--- src/rtl/fetch_unit_pkg.sv ---
// Shared fetch-stage definitions: canonical NOP encoding, opcode fields and the fetch FSM state type.
package fetch_unit_pkg;

  localparam logic [6:0] OPC_OP_IMM  = 7'b0010011;
  localparam logic [2:0] FUNCT3_ADDI = 3'b000;

  // addi x0, x0, 0
  localparam logic [31:0] NOP_INSTR = {12'd0, 5'd0, FUNCT3_ADDI, 5'd0, OPC_OP_IMM};

  typedef enum logic [1:0] {
    REQ   = 2'd0,
    WAIT  = 2'd1,
    HOLD  = 2'd2,
    DRAIN = 2'd3
  } fetch_state_t;

  function automatic logic instr_available(input fetch_state_t st, input logic rvalid);
    return ((st == WAIT) && rvalid) || (st == HOLD);
  endfunction

endpackage

--- src/rtl/fetch_unit_if.sv ---
// Bundle of hazard-control inputs, instruction-memory handshake and F/D outputs of the fetch stage.
interface fetch_unit_if #(
  parameter int XLEN = 32
);
  logic            pc_en_i;
  logic            f_d_en_i;
  logic            pcsrc_i;
  logic            flush_i;
  logic [XLEN-1:0] pc_target_i;

  logic            imem_req_o;
  logic [XLEN-1:0] imem_addr_o;
  logic            imem_ready_i;
  logic            imem_rvalid_i;
  logic [31:0]     imem_rdata_i;

  logic [31:0]     d_instr_o;
  logic [XLEN-1:0] d_pc_o;
  logic [XLEN-1:0] d_pc_plus4_o;
  logic            d_valid_o;
  logic            fetch_stall_o;

  modport master (
    input  pc_en_i, f_d_en_i, pcsrc_i, flush_i, pc_target_i,
    input  imem_ready_i, imem_rvalid_i, imem_rdata_i,
    output imem_req_o, imem_addr_o,
    output d_instr_o, d_pc_o, d_pc_plus4_o, d_valid_o, fetch_stall_o
  );

  modport slave (
    output pc_en_i, f_d_en_i, pcsrc_i, flush_i, pc_target_i,
    output imem_ready_i, imem_rvalid_i, imem_rdata_i,
    input  imem_req_o, imem_addr_o,
    input  d_instr_o, d_pc_o, d_pc_plus4_o, d_valid_o, fetch_stall_o
  );
endinterface

--- src/rtl/fetch_unit_fd_pipe_reg.sv ---
// F/D pipeline register: flush beats load, load beats bubble, and a disabled register holds everything.
module fd_pipe_reg
  import fetch_unit_pkg::*;
#(
  parameter int XLEN = 32
) (
  input  logic            clk,
  input  logic            rst,
  input  logic            en_i,
  input  logic            flush_i,
  input  logic            load_i,
  input  logic [31:0]     instr_i,
  input  logic [XLEN-1:0] pc_i,
  input  logic [XLEN-1:0] pc_plus4_i,
  output logic [31:0]     d_instr_o,
  output logic [XLEN-1:0] d_pc_o,
  output logic [XLEN-1:0] d_pc_plus4_o,
  output logic            d_valid_o
);

  logic [31:0]     instr_q, instr_d;
  logic [XLEN-1:0] pc_q, pc_d;
  logic [XLEN-1:0] pc_plus4_q, pc_plus4_d;
  logic            valid_q, valid_d;

  // Bubbles and flushes only replace the instruction; the PC fields keep their last real values.
  always_comb begin
    instr_d    = instr_q;
    pc_d       = pc_q;
    pc_plus4_d = pc_plus4_q;
    valid_d    = valid_q;
    if (flush_i) begin
      instr_d = NOP_INSTR;
      valid_d = 1'b0;
    end else if (en_i && load_i) begin
      instr_d    = instr_i;
      pc_d       = pc_i;
      pc_plus4_d = pc_plus4_i;
      valid_d    = 1'b1;
    end else if (en_i) begin
      instr_d = NOP_INSTR;
      valid_d = 1'b0;
    end
  end

  always_ff @(posedge clk) begin
    if (rst) begin
      instr_q    <= NOP_INSTR;
      pc_q       <= '0;
      pc_plus4_q <= '0;
      valid_q    <= 1'b0;
    end else begin
      instr_q    <= instr_d;
      pc_q       <= pc_d;
      pc_plus4_q <= pc_plus4_d;
      valid_q    <= valid_d;
    end
  end

  assign d_instr_o    = instr_q;
  assign d_pc_o       = pc_q;
  assign d_pc_plus4_o = pc_plus4_q;
  assign d_valid_o    = valid_q;

endmodule

--- src/rtl/fetch_unit.sv ---
// Instruction-fetch stage: owns the PC, keeps one instruction-memory request in flight and feeds F/D.
module fetch_unit
  import fetch_unit_pkg::*;
#(
  parameter int              XLEN     = 32,
  parameter logic [XLEN-1:0] RESET_PC = '0
) (
  input logic          clk,
  input logic          rst,
  fetch_unit_if.master bus
);

  fetch_state_t    state_q, state_d;
  logic [XLEN-1:0] pc_q, pc_d;
  logic [XLEN-1:0] pc_plus4;
  logic [31:0]     hold_q, hold_d;
  logic [31:0]     avail_instr;
  logic            available;
  logic            consume;

  assign pc_plus4    = pc_q + XLEN'(4);
  assign available   = instr_available(state_q, bus.imem_rvalid_i);
  assign avail_instr = (state_q == HOLD) ? hold_q : bus.imem_rdata_i;
  assign consume     = available & bus.f_d_en_i & bus.pc_en_i & ~bus.pcsrc_i & ~bus.flush_i;

  // A redirect always wins over sequential advance; a response racing a redirect is discarded.
  always_comb begin
    state_d = state_q;
    hold_d  = hold_q;
    pc_d    = pc_q;
    if (bus.pcsrc_i) begin
      pc_d = bus.pc_target_i;
    end else if (consume) begin
      pc_d = pc_plus4;
    end
    case (state_q)
      REQ: begin
        if (bus.imem_ready_i) begin
          state_d = bus.pcsrc_i ? DRAIN : WAIT;
        end
      end
      WAIT: begin
        if (bus.pcsrc_i) begin
          state_d = bus.imem_rvalid_i ? REQ : DRAIN;
        end else if (bus.imem_rvalid_i) begin
          if (consume) begin
            state_d = REQ;
          end else begin
            hold_d  = bus.imem_rdata_i;
            state_d = HOLD;
          end
        end
      end
      HOLD: begin
        if (bus.pcsrc_i || consume) begin
          state_d = REQ;
        end
      end
      DRAIN: begin
        if (bus.imem_rvalid_i) begin
          state_d = REQ;
        end
      end
      default: state_d = REQ;
    endcase
  end

  always_ff @(posedge clk) begin
    if (rst) begin
      state_q <= REQ;
      pc_q    <= RESET_PC;
      hold_q  <= NOP_INSTR;
    end else begin
      state_q <= state_d;
      pc_q    <= pc_d;
      hold_q  <= hold_d;
    end
  end

  assign bus.imem_req_o    = (state_q == REQ) & ~rst;
  assign bus.imem_addr_o   = pc_q;
  assign bus.fetch_stall_o = ~available;

  fd_pipe_reg #(
    .XLEN(XLEN)
  ) u_fd_pipe_reg (
    .clk         (clk),
    .rst         (rst),
    .en_i        (bus.f_d_en_i),
    .flush_i     (bus.flush_i),
    .load_i      (consume),
    .instr_i     (avail_instr),
    .pc_i        (pc_q),
    .pc_plus4_i  (pc_plus4),
    .d_instr_o   (bus.d_instr_o),
    .d_pc_o      (bus.d_pc_o),
    .d_pc_plus4_o(bus.d_pc_plus4_o),
    .d_valid_o   (bus.d_valid_o)
  );

endmodule

--- src/flat_wrapper.sv ---
// flat-port wrapper written by rule: the top's interface ports become plain ports
module fetch_unit_flat import fetch_unit_pkg::*;
#(
  parameter int              XLEN     = 32,
  parameter logic [XLEN-1:0] RESET_PC = '0
)
  (clk, rst, bus_pc_en_i, bus_f_d_en_i, bus_pcsrc_i, bus_flush_i, bus_pc_target_i, bus_imem_ready_i, bus_imem_rvalid_i, bus_imem_rdata_i, bus_imem_req_o, bus_imem_addr_o, bus_d_instr_o, bus_d_pc_o, bus_d_pc_plus4_o, bus_d_valid_o, bus_fetch_stall_o);
  fetch_unit_if #(.XLEN(XLEN)) bus_i ();
  input logic clk;
  input logic rst;
  input wire logic [$bits(bus_i.pc_en_i)-1:0] bus_pc_en_i;
  input wire logic [$bits(bus_i.f_d_en_i)-1:0] bus_f_d_en_i;
  input wire logic [$bits(bus_i.pcsrc_i)-1:0] bus_pcsrc_i;
  input wire logic [$bits(bus_i.flush_i)-1:0] bus_flush_i;
  input wire logic [$bits(bus_i.pc_target_i)-1:0] bus_pc_target_i;
  input wire logic [$bits(bus_i.imem_ready_i)-1:0] bus_imem_ready_i;
  input wire logic [$bits(bus_i.imem_rvalid_i)-1:0] bus_imem_rvalid_i;
  input wire logic [$bits(bus_i.imem_rdata_i)-1:0] bus_imem_rdata_i;
  output wire logic [$bits(bus_i.imem_req_o)-1:0] bus_imem_req_o;
  output wire logic [$bits(bus_i.imem_addr_o)-1:0] bus_imem_addr_o;
  output wire logic [$bits(bus_i.d_instr_o)-1:0] bus_d_instr_o;
  output wire logic [$bits(bus_i.d_pc_o)-1:0] bus_d_pc_o;
  output wire logic [$bits(bus_i.d_pc_plus4_o)-1:0] bus_d_pc_plus4_o;
  output wire logic [$bits(bus_i.d_valid_o)-1:0] bus_d_valid_o;
  output wire logic [$bits(bus_i.fetch_stall_o)-1:0] bus_fetch_stall_o;
  assign bus_i.pc_en_i = bus_pc_en_i;
  assign bus_i.f_d_en_i = bus_f_d_en_i;
  assign bus_i.pcsrc_i = bus_pcsrc_i;
  assign bus_i.flush_i = bus_flush_i;
  assign bus_i.pc_target_i = bus_pc_target_i;
  assign bus_i.imem_ready_i = bus_imem_ready_i;
  assign bus_i.imem_rvalid_i = bus_imem_rvalid_i;
  assign bus_i.imem_rdata_i = bus_imem_rdata_i;
  assign bus_imem_req_o = bus_i.imem_req_o;
  assign bus_imem_addr_o = bus_i.imem_addr_o;
  assign bus_d_instr_o = bus_i.d_instr_o;
  assign bus_d_pc_o = bus_i.d_pc_o;
  assign bus_d_pc_plus4_o = bus_i.d_pc_plus4_o;
  assign bus_d_valid_o = bus_i.d_valid_o;
  assign bus_fetch_stall_o = bus_i.fetch_stall_o;
  fetch_unit #(.XLEN(XLEN), .RESET_PC(RESET_PC)) u_core (.clk(clk), .rst(rst), .bus(bus_i));
endmodule
--- config.mk ---
export PLATFORM = sky130hd
export DESIGN_NAME = fetch_unit_flat
export DESIGN_NICKNAME = d
export VERILOG_FILES = /design/src/rtl/fetch_unit_pkg.sv /design/src/rtl/fetch_unit_if.sv /design/src/rtl/fetch_unit_fd_pipe_reg.sv /design/src/rtl/fetch_unit.sv /design/src/flat_wrapper.sv
export SDC_FILE = /design/constraint.sdc
export NUM_CORES = 1
export LEC_CHECK = 0
export ABC_AREA = 1
export CORE_MARGIN = 2
export CORE_UTILIZATION = 30
export CTS_CLUSTER_DIAMETER = 120
export DETAILED_ROUTE_END_ITERATION = 6
export GPL_TIMING_DRIVEN = 0
export PLACE_DENSITY = 0.56
export SYNTH_ARGS = -nofsm -noshare
export SYNTH_HDL_FRONTEND = slang
export SYNTH_SLANG_ARGS = --single-unit
--- constraint.sdc ---
create_clock -name clk -period 1.9 [get_ports clk]
set_input_delay 0.38 -clock clk [delete_from_list [all_inputs] [get_ports clk]]
set_output_delay 0.38 -clock clk [all_outputs]
set_load 0.005 [all_outputs]
==> results of run 1 <==
[power groups by stage]
| stage | logic (uW) | registers (uW) | clock network [uW] |
|---|---|---|---|
| 2_1_floorplan | 716 | 3700 | 0 |
| 3_3_place_gp | 1320 | 3740 | 0 |
| 3_5_place_dp | 1330 | 3740 | 0 |
| 4_1_cts | 1330 | 3670 | 3980 |
| 5_1_grt | 1480 | 3690 | 4120 |
| 6_report | 1330 | 3680 | 3910 |
[placed cells by master, fill, tap and decap left out, drive strengths merged, types with 8 or more instances in the layout]
cell           Yosys  routed
nor2             153     153
nand2            369     369
clkdlybuf4s50      0     198
nand3             51      51
o21ai             75      75
dfxtp            161     161
a21oi            101     101
inv               58      58
a31oi              8       8
clkbuf            28      47
buf               33      33
[per-stage QoR]
stage	hold WS, ns	setup WS [ns]	setup TNS [ns]	instances	cell area [um2]
floorplan	0.4292	0.3380	0	1054	7064
detailed placement	0.4489	-0.5243	-30.81	1573	9465
finish	0.3928	0.03462	0	1603	10190
CTS	0.3851	0.0003142	0	1602	10150
global placement	0.4387	-0.5232	-31.24	1573	9465
global route	0.4173	-0.005246	-0.005246	1603	10190
[what timing repair did]
action / 4_1_cts / 5_1_grt
pin swaps: 0 / 1
setup endpoints to repair: 29 / 60
buffers inserted: 0 / 0
resized for setup: 17 / 19
hold buffers: 0 / 0
[flip-flops by register name, indices dropped and copies added, names as in the netlist]
register                           cells
u_core.bus.imem_addr_o                32
u_core.hold_q                         32
u_core.state_q                         2
u_core.u_fd_pipe_reg.d_instr_o        32
u_core.u_fd_pipe_reg.d_pc_o           32
u_core.u_fd_pipe_reg.d_pc_plus4_o     30
u_core.u_fd_pipe_reg.d_valid_o         1
[logic make-up (layout without fill, tap and decap cells)]
kind of cell,count (synthesis),in the layout,share of synthesized area (%)
AO/OA/AOI/OAI,188,188,13.62
XOR/XNOR,7,7,0.8679
adder cells (fa/ha/maj),1,1,0.1771
buffers and inverters,119,348,7.457
flip-flops,161,161,45.63
other,0,1,0
AND/OR/NAND/NOR,578,578,32.25
[Yosys cell counts (all sizes together)]
cell type	instances
buf	33
nand3	51
a21oi	101
nand2	369
clkbuf	28
inv	58
and2	1
o2111ai	1
nor2	153
o21a	1
or2	2
dfxtp	161
o21bai	2
ha	1
o21ai	75
xor2	7
nand4	2
a31oi	8
[layout make-up]
class	count	area share, %
multi-input combinational	774	33.07
sequential	161	31.84
timing repair buffer	200	19.62
clock buffer	19	4.249
tap	319	3.917
buffer	61	3.070
inverter	58	2.137
clock inverter	10	2.075
antenna	1	0.02456
[routing by layer]
| metal | part of all wire, % | wire length, um | track usage (%) |
|---|---|---|---|
| met1 | 49 | 12600 | 29.93 |
| met5 | 0 | 0 | 0 |
| met2 | 44 | 11320 | 31.19 |
| met4 | 1.6 | 410 | 5.974 |
| met3 | 6.0 | 1558 | 4.295 |
[path summary, 6_finish.rpt]
path | slack (ns) | end | depth (start not counted)
max reg2reg | 0.16 | u_core.u_fd_pipe_reg.d_pc_plus4_o[18] | 8
min | 0.39 | u_core.bus.imem_addr_o[14] | 5
min reg2reg | 0.46 | u_core.u_fd_pipe_reg.d_instr_o[28] | 2
max | 0.03 | bus_imem_addr_o[19] | 1
==> results.toml, run 1 <==
[critical_path]
cp_cell_sequence = "clkdlybuf4s50_1"
cp_top_family = "buffers and inverters"
path_buf_inv = 1
crit_slowest_cell = "clkdlybuf4s50_1"
r2r_start = "u_core.bus.imem_addr_o[2]"
worstSetupPathType = "reg2out"
arrival_ns = 1.49
crit_path_max_incr_delay_ns = 0.56
crit_path_start = "u_core.bus.imem_addr_o[19]"
cp_max_fo = 6
start_kind = "flop"
critPathRequiredTime_ns = 1.52
cp-end-kind = "primary output"

[power_and_ir_drop]
internal_power_uw = 6534
p_leak_uw = 0.003951
power_uw = 8915
seqPwrFrac_pct = 41.3
p_switching_uw = 2381
power.density_mw_per_mm2 = 874.9
clock_power_share_pct = 43.9
peakVddDrop_uv = 543.5
swShare_pct = 26.71
comb_power_share_pct = 14.9

[clock_tree]
cts_buffers = 17
root_buffer = "clkbuf_16"
path_clk_slew_ns = 0.07
clock_sinks = 161
cts_tree = "yes"
worst_skew_pair.late_latency_ns = 0.43
cts.path.max_buffers = 2
cts-htree-levels = 4

[placement]
dp.final_hpwl_um = 19390
io_buffers = 200
routabilityCongestion = 0.9341

[route]
vias = 7462
drt_iter0_drc = 530
drt-total-wl_um = 25890
ant_nets = 0
wl_per_cell_um = 16.15
firstDrtPassIters = 6
drc = 0
viasPerCell = 4.655

[yosys]
synth_top_cell_area_share_pct = 45.63
yosysWarnings = 0
syn_inst = 1054
synth_seq_cells = 161
syn_avg_cell_area_um2 = 6.702
yosysTopAreaCell = "dfxtp_1"
synth_area_mm2 = 0.007064
synth_cell_type_count = 27
yosysSeqAreaShare_pct = 45.63
syn_nets = 1127
synth_area_leaders = "dfxtp_1 46%, nand2_1 20%, nor2_1 7.9%"

[finish]
syn_to_final_growth_pct = 44.24
drive_gt1_share_pct = 7.560
fillers = 2480
postLayoutCoreUtil_pct = 43.80
fin_nets = 1346
multi_input_area_mm2 = 0.003369
ff_latch_area_mm2 = 0.003244

[floorplanning]
initial_core_util_pct = 30.37
die-area_mm2 = 0.02479
core_mm2 = 0.02326
row_count = 56
dieHeight_um = 157.5
ios = 203
die_w_um = 157.5

[grt]
grt_max_degree = 17
grt_pass1_wl_um = 39140
grt_pass1_vias = 6842
grt_use_total_pct = 20.77
antenna_found_initial = 2
grt_overflow_total = 0

[sta]
clock_skew_ns = 0.01418
worst_pin_slew_ns = 0.6847
slew_headroom_pct = 54.35
setup_viol = 0
drv_slew = 0
max_freq_mhz = 536.1
hold_viol_final = 0
finalCritPeriodShare_pct = 98.18
post-route-min-period_ns = 1.865

[min_path]
hold_class = "in2reg"
worstHoldStart = "bus_pcsrc_i"

[run]
cap_violations = 0

[status]
run_status = "finished clean"
(Power assumes the default switching activity.)
==> inputs of run 2 (changes only) <==
--- a/config.mk
+++ b/config.mk
@@ -6,12 +6,14 @@
 export NUM_CORES = 1
 export LEC_CHECK = 0
 export ABC_AREA = 1
+export CELL_PAD_IN_SITES_DETAIL_PLACEMENT = 2
+export CELL_PAD_IN_SITES_GLOBAL_PLACEMENT = 2
 export CORE_MARGIN = 2
-export CORE_UTILIZATION = 30
+export CORE_UTILIZATION = 25
 export CTS_CLUSTER_DIAMETER = 120
 export DETAILED_ROUTE_END_ITERATION = 6
 export GPL_TIMING_DRIVEN = 0
-export PLACE_DENSITY = 0.56
+export PLACE_DENSITY = 0.8
 export SYNTH_ARGS = -nofsm -noshare
 export SYNTH_HDL_FRONTEND = slang
 export SYNTH_SLANG_ARGS = --single-unit
==> run 2 against run 1 <==
Combinational power grew 7%. Total power shrank 2.6%. Flip-flop and latch count is the same. Critical path type unchanged.
==> results.toml, run 2 (synthesis results as in run 1) <==
[status]
run_status = "finished clean"

[critical_path]
cp_max_fo = 6
worstRegToRegCells = 8
arrival_ns = 1.48
path_depth = 1
critPathRequiredTime_ns = 1.52
cp_cell_sequence = "clkdlybuf4s50_1"
cp_top_family = "buffers and inverters"
start_kind = "flop"
crit_path_max_incr_delay_ns = 0.59
crit_slowest_cell = "clkdlybuf4s50_1"
worstSetupPathType = "reg2out"
cp-end-kind = "primary output"
path_buf_inv = 1

[power_and_ir_drop]
peakVddDrop_uv = 412.8
power.density_mw_per_mm2 = 843.9
p_leak_uw = 0.003957

[placement]
routabilityCongestion = 0.8384
io_buffers = 200
place_area_mm2 = 0.009539
dp.final_hpwl_um = 23830

[sta]
clock_skew_ns = 0.01013
tns_ns = 0
hold_slack_ns = 0.3876
max_freq_mhz = 536.4
slew_headroom_pct = 50.21
drv_slew = 0
finalCritPeriodShare_pct = 98.12
hold_viol_final = 0
setup_viol = 0
post-route-min-period_ns = 1.864
worst_pin_slew_ns = 0.7469

[route]
drt-total-wl_um = 31640
ant_nets = 0
drc = 0
vias = 7782
wl_per_cell_um = 18.96
firstDrtPassIters = 4
viasPerCell = 4.663
drt_iter0_drc = 448

[clock_tree]
cts.path.max_buffers = 2
root_buffer = "clkbuf_16"
cts_tree = "yes"
worst_skew_pair.late_latency_ns = 0.43
clock_sinks = 161
cts_hold_buf = 0
path_clk_slew_ns = 0.07
cts-htree-levels = 4
cts_buffers = 17

[floorplanning]
ios = 203
core_mm2 = 0.02778
die_w_um = 172.1
dieHeight_um = 172.1
die-area_mm2 = 0.02962
initial_core_util_pct = 25.43
row_count = 61

[finish]
mostFrequentLayoutCell = "nand2_1"
fillers = 3348
fin_area_mm2 = 0.01028
drive_gt1_share_pct = 9.387
fin_nets = 1349
final_cell_mix = "362 x nand2_1, 197 x clkdlybuf4s50_1, 140 x nor2_1, 140 x dfxtp_1, 101 x a21oi_1"
syn_to_final_growth_pct = 45.57

[grt]
grt_max_degree = 17
antenna_found_initial = 2
grt_overflow_total = 0
grt_pass1_wl_um = 48490
grt_use_total_pct = 21.62
grt_pass1_vias = 8379

[min_path]
hold_class = "in2reg"
hold-path-cell-count = 5

[run]
cap_violations = 0
[run 2: cell types whose count changed in the layout (fill, tap and decap cells not counted), moves of 3 or more]
cell	previous run	this run
dfxtp_1	146	140
dfxtp_2	14	20
nor2_1	145	140
bufinv_16	6	2
buf_4	12	15
clkbuf_1	27	24
clkinvlp_4	0	3
inv_6	0	3
nand2_1	365	362
nor2_4	4	7
[run 2: layout make-up]
class | instances | area (um2) | share of cell area, %
timing repair buffer | 203 | 2021 | 19.65
clock inverter | 13 | 150.1 | 1.460
inverter | 58 | 217.7 | 2.117
tap | 378 | 473.0 | 4.599
antenna | 2 | 5.005 | 0.04867
sequential | 161 | 3252 | 31.62
buffer | 61 | 317.8 | 3.090
clock buffer | 19 | 442.9 | 4.307
multi-input combinational | 774 | 3405 | 33.11
[run 2: final timing paths]
| path | endpoint | start | slack (ns) |
|---|---|---|---|
| min reg2reg | u_core.hold_q[0] | u_core.hold_q[0] | 0.46 |
| min | u_core.bus.imem_addr_o[31] | bus_pcsrc_i | 0.39 |
| max reg2reg | u_core.u_fd_pipe_reg.d_pc_plus4_o[10] | u_core.bus.imem_addr_o[2] | 0.09 |
| max | bus_imem_addr_o[15] | u_core.bus.imem_addr_o[15] | 0.04 |
[run 2: repair_timing]
item,in CTS,in global routing
pin swaps,0,2
resized for setup,31,30
buffers inserted,0,3
setup endpoints to repair,79,81
[run 2: power by group]
group,internal [uW],switching (uW)
Combinational,565,853
Clock,2000,1580
Sequential,3530,149
Total,6100,2580
[run 2: per-layer routing]
layer  GRT usage, %  wire (um)  up-vias
met3          3.593       1151       27
met2          36.83      15180      150
li1               -          -     3793
met1          28.71      14900     3812
met5              0          0        -
met4          4.786        416        0
[run 2: through the flow]
| step | util [%] | std cells | setup slack (ns) | power, uW |
|---|---|---|---|---|
| after detailed placement | 34.34 | 1632 | -0.7012 | 5148 |
| after global placement | 34.34 | 1632 | -0.7004 | 5105 |
| after floorplan | - | 1054 | 0.3380 | 4417 |
| final | 37.02 | 1669 | 0.03580 | 8679 |
| after CTS | 36.70 | 1664 | 0.004738 | 8777 |
| after global routing | 37.00 | 1667 | -0.02074 | 9122 |
